`config.mk`:
```
export PLATFORM = sky130hd
export DESIGN_NAME = interp_filt_ctrl
export DESIGN_NICKNAME = d
export VERILOG_FILES = /design/src/rtl/interp_filt_ctrl.sv
export SDC_FILE = /design/constraint.sdc
export NUM_CORES = 1
export LEC_CHECK = 0
export ABC_AREA = 1
export ABC_CLOCK_PERIOD_IN_PS = 2200
export BUFFER_PORTS_ARGS = -buffer_cell sky130_fd_sc_hd__buf_2
export CAP_MARGIN = 0
export CORE_ASPECT_RATIO = 0.7
export CORE_MARGIN = 2
export CORE_UTILIZATION = 50
export DETAILED_ROUTE_END_ITERATION = 12
export PLACE_DENSITY = 0.78
export REMOVE_ABC_BUFFERS = 1
export SLEW_MARGIN = 0
export SYNTH_ARGS = -nofsm -noshare
export SYNTH_HDL_FRONTEND = slang
export SYNTH_SLANG_ARGS = --single-unit
```
`constraint.sdc`:
```
create_clock -name clk -period 2.2 [get_ports clk]
set_clock_uncertainty 0.15 [all_clocks]
set_input_delay 0.44 -clock clk [delete_from_list [all_inputs] [get_ports clk]]
set_output_delay 0.44 -clock clk [all_outputs]
set_load 0.1 [all_outputs]
```
`src/rtl/interp_filt_ctrl.sv`:
```
// interp_filt_ctrl: phase sequencer for one interpolation tap.
// Replays each accepted sample through the tap once per phase.
// Ports: clk/rst; cfg_* coefficient bank write and L select;
// s_* input stream; tap_* datapath drive and return;
// m_* output stream (m_last marks phase L-1); busy when not idle.
module interp_filt_ctrl #(
   parameter int DATA_WIDTH      = 6,
   parameter int TAP_COEFF_WIDTH = 6,
   parameter int MAX_L           = 4,
   parameter int PIPE_LAT        = 1
) (
   input  logic                         clk,
   input  logic                         rst,
   input  logic                         cfg_we,
   input  logic [$clog2(MAX_L)-1:0]     cfg_addr,
   input  logic [TAP_COEFF_WIDTH-1:0]   cfg_coeff,
   input  logic [$clog2(MAX_L):0]       cfg_l,
   input  logic                         s_valid,
   output logic                         s_ready,
   input  logic [DATA_WIDTH-1:0]        s_data,
   output logic [DATA_WIDTH-1:0]        tap_in,
   output logic [TAP_COEFF_WIDTH-1:0]   tap_coeff,
   output logic                         tap_en,
   input  logic [DATA_WIDTH-1:0]        tap_out,
   output logic                         m_valid,
   input  logic                         m_ready,
   output logic [DATA_WIDTH-1:0]        m_data,
   output logic                         m_last,
   output logic                         busy
);

   localparam int AW = $clog2(MAX_L);
   localparam int LW = AW + 1;
   localparam int CW = $clog2(PIPE_LAT + 1);

   localparam logic [1:0] IDLE  = 2'd0;
   localparam logic [1:0] ISSUE = 2'd1;
   localparam logic [1:0] WAIT  = 2'd2;
   localparam logic [1:0] OUT   = 2'd3;

   logic [1:0]                 state;
   logic [AW-1:0]              phase;
   logic [DATA_WIDTH-1:0]      samp;
   logic [DATA_WIDTH-1:0]      tin_q;
   logic [TAP_COEFF_WIDTH-1:0] tcf_q;
   logic [TAP_COEFF_WIDTH-1:0] coef [MAX_L];
   logic [LW-1:0]              lreg;
   logic [LW-1:0]              lclamp;
   logic [LW-1:0]              lm1;
   logic [CW-1:0]              wcnt;
   logic                       last_ph;

   // Out-of-range L requests fall back to the full bank depth.
   always_comb begin
      lclamp = cfg_l;
      if (cfg_l == '0 || cfg_l > LW'(MAX_L))
         lclamp = LW'(MAX_L);
   end

   assign lm1     = lreg - LW'(1);
   assign last_ph = ({1'b0, phase} == lm1);

   assign s_ready = (state == IDLE);
   assign busy    = (state != IDLE);
   assign tap_en  = (state == ISSUE);
   assign m_valid = (state == OUT);

   // Live values only during ISSUE; otherwise the last issued
   // operands are held so bank writes never disturb the tap.
   assign tap_in    = tap_en ? samp        : tin_q;
   assign tap_coeff = tap_en ? coef[phase] : tcf_q;

   // Bank writes land at the clock edge, so an ISSUE that reads
   // the same entry in that cycle still sees the old value.
   always_ff @(posedge clk or negedge rst) begin
      if (!rst) begin
         for (int i = 0; i < MAX_L; i++)
            coef[i] <= '0;
      end else if (cfg_we) begin
         coef[cfg_addr] <= cfg_coeff;
      end
   end

   always_ff @(posedge clk or negedge rst) begin
      if (!rst) begin
         state  <= IDLE;
         phase  <= '0;
         samp   <= '0;
         lreg   <= LW'(1);
         wcnt   <= '0;
         tin_q  <= '0;
         tcf_q  <= '0;
         m_data <= '0;
         m_last <= 1'b0;
      end else begin
         case (state)
            IDLE: begin
               if (s_valid) begin
                  samp  <= s_data;
                  lreg  <= lclamp;
                  phase <= '0;
                  state <= ISSUE;
               end
            end
            ISSUE: begin
               tin_q <= samp;
               tcf_q <= coef[phase];
               wcnt  <= CW'(PIPE_LAT);
               state <= WAIT;
            end
            WAIT: begin
               wcnt <= wcnt - CW'(1);
               if (wcnt == CW'(1)) begin
                  m_data <= tap_out;
                  m_last <= last_ph;
                  state  <= OUT;
               end
            end
            OUT: begin
               if (m_ready) begin
                  if (last_ph) begin
                     state <= IDLE;
                  end else begin
                     phase <= phase + AW'(1);
                     state <= ISSUE;
                  end
               end
            end
            default: state <= IDLE;
         endcase
      end
   end

endmodule
```
Word level (Yosys, flattened, before mapping). Cells that the tools add are included.

Register bits: 57. Input port bits: 28. Memories kept: 0. Memory bits (read-only): 0. RAM bits: 0. Latch bits: 0. Word-level logic and storage cells: 60.

Multiply operators: 0. Shift operators: 0. Order comparisons: 4. Mux-type cells: 19. Divide/modulo/power cells: 0. Equality and inequality tests: 8. Bitwise operators: 2. Reduce and logical (&&, ||, !) cells: 11. Add/subtract/negate cells: 3.

Operators with widths (number): 6-bit two-way mux (5); 24-bit bitwise mux (1); 6-bit binary-select mux with 2-bit select (1); 6-bit demux with 2-bit select (1); 2-bit two-way mux (6); 2-bit case mux with 4 select lines (1); 3-bit greater-or-equal comparator (second input constant) (2); 2-bit != test (second input constant) (3); 2-bit inverter with 3-bit output (2); 2-bit nonzero test (3); 2-bit == test (second input constant) (2); 2-bit case mux with 2 select lines (1); 2-bit AND reduction (2); 4-bit AND reduction (1); 2-bit by 3-bit == test with 1-bit output (1); 3-bit greater-than comparator (second input constant) (1); 3-bit zero test (1); 3-bit by 1-bit less-than comparator with 1-bit output (second input constant) (1); 3-bit two-way mux (1); 3-bit AND reduction (1); 3-bit by 1-bit subtractor with 3-bit output (second input constant) (1); 2-bit by 1-bit adder with 2-bit output (second input constant) (1); 2-bit by 1-bit == test with 1-bit output (second input constant) (1); 2-bit zero test (1); 6 further kinds (6).

Depth between registers and ports, before layout.
Depth in word-level cells: 6. Mapped depth: 10.

Least setup slack after synthesis. No wires, ideal clock.

Kind: reg-to-output. From: register state[1]. To: output port tap_coeff[1]. Cell stages (with the launch flop): 7. Arrival time: 3.427 ns. Path slack: -1.817 ns. Path buffers: 2. Required time: 1.610 ns. Cells stage by stage: dfrtp_1 inv_1 ha_1 buf_2 buf_2 nor2_1 a31oi_1.

Word-level cells in the longest chain between the ends: 2.

RTL lines: start, declared (RTL line 41) `logic [1:0] state;`; start signal, assigned (RTL line 86) `state <= IDLE;`; start signal, assigned (RTL line 102) `state <= ISSUE;`; start signal, assigned (RTL line 109) `state <= WAIT;`; 2-bit by 1-bit == test with 1-bit output (RTL line 65) `assign tap_en = (state == ISSUE);`; net tap_en (RTL line 23) `output logic tap_en,`; 6-bit two-way mux; end, declared (RTL line 22) `output logic [TAP_COEFF_WIDTH-1:0] tap_coeff,`.

The timed path passes the listed nets, and every way through them passes these cells.

Worst setup path after layout.
From: register state[1]. To: output port tap_in[2].

Word-level cells in the longest chain between the ends: 2.

RTL lines: 2-bit by 1-bit == test with 1-bit output (RTL line 65); 6-bit two-way mux (RTL line 70) `assign tap_in = tap_en ? samp : tin_q;`; end, declared (RTL line 21) `output logic [DATA_WIDTH-1:0] tap_in,`.

Every way passes these cells.

==> impl_metrics.csv <==
group,metric,value,unit
status,violations,"negative setup slack",
min_path,whs_path_depth,3,
floorplanning,fp-row-count,21,
clocking,clkSinkCount,57,
timing,fmax,444,MHz
drt,first_iter_violations,93,
place,placedCellCount,384,
timing,hold_viol,0,
global_route,track_usage,24.5,%
drt,drc,0,
worst_setup_path,endpoint_kind,"output port",
floorplanning,core_area,4810,um^2
worst_setup_path,cp_top_family,"buffers and inverters",
synthesis,synth_area,2520,um^2
global_route,grt_pass1_vias,2099,
floorplanning,die-area,5630,um^2
global_route,antenna_found_initial,0,
worst_setup_path,cp.depth,5,
timing,whs,0.149,ns
floorplanning,chipHeight,63.4,um
synthesis,synth.yosys.seq_area_share,56.7,%
global_route,globalRoute.totalOverflow,0,
drt,wl_per_cell,15.1,um
clocking,path_clk_slew,0.07,ns
worst_setup_path,crit_required,1.61,ns
worst_setup_path,cp.arrival,1.66,ns
timing,worst_pin_slew,0.491,ns
place,port_buffers,50,
global_route,grt_pass1_wl,10100,um
clocking,h-tree-depth,3,
cells_and_area,fin_nets,376,
clocking,cts_tree,"built",
cells_and_area,area.growth.synth_to_final,45.4,%
timing,fin_crit,2.25,ns
floorplanning,dieWidth,88.8,um
worst_setup_path,path_cells,"inv_2 > ha_4 > buf_12 > mux2_4 > buf_12",
timing,setup_ws,-0.0535,ns
global_route,grt_max_degree,29,
drt,via_count,2195,
drt,drtPass1Iterations,5,
worst_setup_path,cp_common_cell,"buf_12",
global_route,grt_use_met1,31.4,%
place,gp_congestion,0.771,
worst_setup_path,slowest_delay,0.38,ns
cells_and_area,diodes,0,
worst_setup_path,cpMaxStageDelayCell,"dfrtp_1",
drt,routed_wirelength,6270,um
timing,setup-violations-final,8,
global_route,grt_use_met2,38.1,%
synthesis,ys_types,25,
worst_setup_path,crit_fanout,8,
worst_setup_path,startpoint_type,"flip-flop",
min_path,worstHoldPathType,"in2reg",
synthesis,synth-seq-cells,57,
synthesis,syn_area_per_cell,9.39,um^2
clocking,cts_inserted_buffers,9,
worst_setup_path,reg2reg_slack,0.29,ns
clocking,clk_latency,0.34,ns
status,status,"finished, violations left",
timing,slew_viol_final,0,
worst_setup_path,cp.buffers_inverters,3,
synthesis,yosys_warnings,0,
floorplanning,start_util,52.4,%
drt,ant_nets,0,
drt,via_per_inst,5.28,
clocking,cts_root_buf,"clkbuf_8",
timing,post-route-period-util,102,%
synthesis,netlist_instances,268,
clocking,clk_path_buf_depth,2,
job,cap_violations,0,
timing,rsz0062_at_grt,"yes",
timing,relSlewSlack,67.5,%
place,dp_hpwl,3720,um
cells_and_area,instances_no_fill,416,
cells_and_area,drive_above_1_share,36.9,%
worst_setup_path,rr_worst_depth,8,
worst_setup_path,crit_type,"reg2out",
global_route,use_met3,8.26,%
global_route,gr-max-usage-layer,"met2",
floorplanning,ios,51,
==> routing by layer <==
metal	vias up	share of wire [%]	routed length [um]
met5	-	0	0
met4	0	2.2	140
met3	21	6.8	427
met2	90	49	3060
met1	1058	42	2650
li1	1026	-	-
==> stage by stage <==
stage / setup TNS (ns) / setup slack [ns] / instance area, um^2 / utilization (%)
finish: -0.331 / -0.0535 / 3660 / 76.1
global route: -0.999 / -0.105 / 3660 / 76.1
CTS: -0.370 / -0.0538 / 3620 / 75.2
detailed placement: 0 / 0.0600 / 3010 / 62.6
global placement: 0 / 0.122 / 3010 / 62.6
floorplan: -29.28 / -1.70 / 2450 / -
==> what timing repair did <==
action	CTS	global route
buffers inserted	10	4
cloned	1	0
pin swaps	5	8
resized for setup	61	12
hold endpoints to repair	11	0
hold buffers	1	0
endpoints found under the setup margin	12	14
==> layout make-up <==
class                   instances  area, um^2
clock buffers                  10         128
clock inverters                 6         130
fillers                       325        1150
inverters                      22        87.6
multi-input cells             179        1090
flip-flops and latches         57        1430
well taps                      69        86.3
repair buffers                 73         709
==> cell families (layout without fill, tap and decap cells) <==
kind of cell | count (synthesis) | after routing | synth area share (%)
AOI/OAI and AO/OA | 51 | 51 | 10.5
xor gates and xnor gates | 2 | 2 | 0.696
muxes | 12 | 12 | 5.37
buffers and inverters | 32 | 111 | 6.21
and+or+nand+nor | 108 | 108 | 17.5
adders and majority gates | 6 | 6 | 2.98
DFF | 57 | 57 | 56.7
==> worst paths after layout <==
check	from	end
worst max-delay path	state[1]$_DFFE_PN0P_	tap_in[2]
min in group asynchronous	rst	samp[0]$_DFFE_PN0P_
max in group asynchronous	rst	lreg[0]$_DFFE_PN1P_
worst min register to register	coef[23]$_DFFE_PN0P_	coef[23]$_DFFE_PN0P_
worst min-delay path	s_data[2]	samp[2]$_DFFE_PN0P_
worst max register to register	state[0]$_DFFE_PN0P_	state[0]$_DFFE_PN0P_
==> worst register-to-register path: stages, from the launching register on <==
cell and delay (ns):
dfrtp_2 0.43, buf_4 0.16, ha_1 0.26, inv_1 0.16
o22ai_1 0.14, a21oi_1 0.27, nand2_1 0.11, nand2_1 0.08
nand2_1 0.05
==> layout by cell type (no fill, tap or decap), types with 2 or more instances in the layout <==
master,netlist,layout
a31oi_4,0,6
buf_12,0,17
buf_2,6,34
buf_4,0,16
buf_6,2,3
bufinv_16,0,4
clkbuf_8,0,9
clkinv_2,0,2
dfrtp_1,56,53
dfrtp_2,0,3
ha_1,6,4
inv_1,19,17
inv_2,1,2
inv_4,1,2
mux2_2,12,6
mux2_4,0,6
nand2_1,62,62
nand2_2,2,2
nand3_1,7,7
nand4_1,2,2
nor2_1,32,25
nor2_2,0,6
o21ai_0,43,32
o21ai_1,0,10
xnor2_1,2,2
==> Yosys cell counts <==
library cell	instances	share of area, %
nor2_1	32	4.8
inv_1	19	2.8
mux2_2	12	5.4
nand2_2	2	0.50
nand4_2	1	0.50
dfstp_2	1	1.0
buf_2	6	1.2
o22ai_1	1	0.25
ha_1	6	3.0
a31oi_1	6	1.5
inv_2	1	0.15
xnor2_1	2	0.70
buf_6	2	0.89
o21ai_0	43	8.5
inv_4	1	0.25
nand3_1	7	1.4
dfrtp_1	56	56
nand2_1	62	9.2
buf_8	1	0.60
clkbuf_1	1	0.15
or2_2	1	0.25
a21oi_1	1	0.20
clkinv_1	1	0.15
nand4_1	2	0.50
nand3_2	1	0.40
==> state kept, by name, indices dropped and copies added, names as in the netlist, 2 cells and up <==
signal and count:
phase 2, tcf_q 6, samp 6, lreg 3, m_data 6, coef 24
tin_q 6, state 2
Power is left out: the tool's default activity adds up to more than one toggle a clock period on the data nets, which glitch-free logic cannot reach.
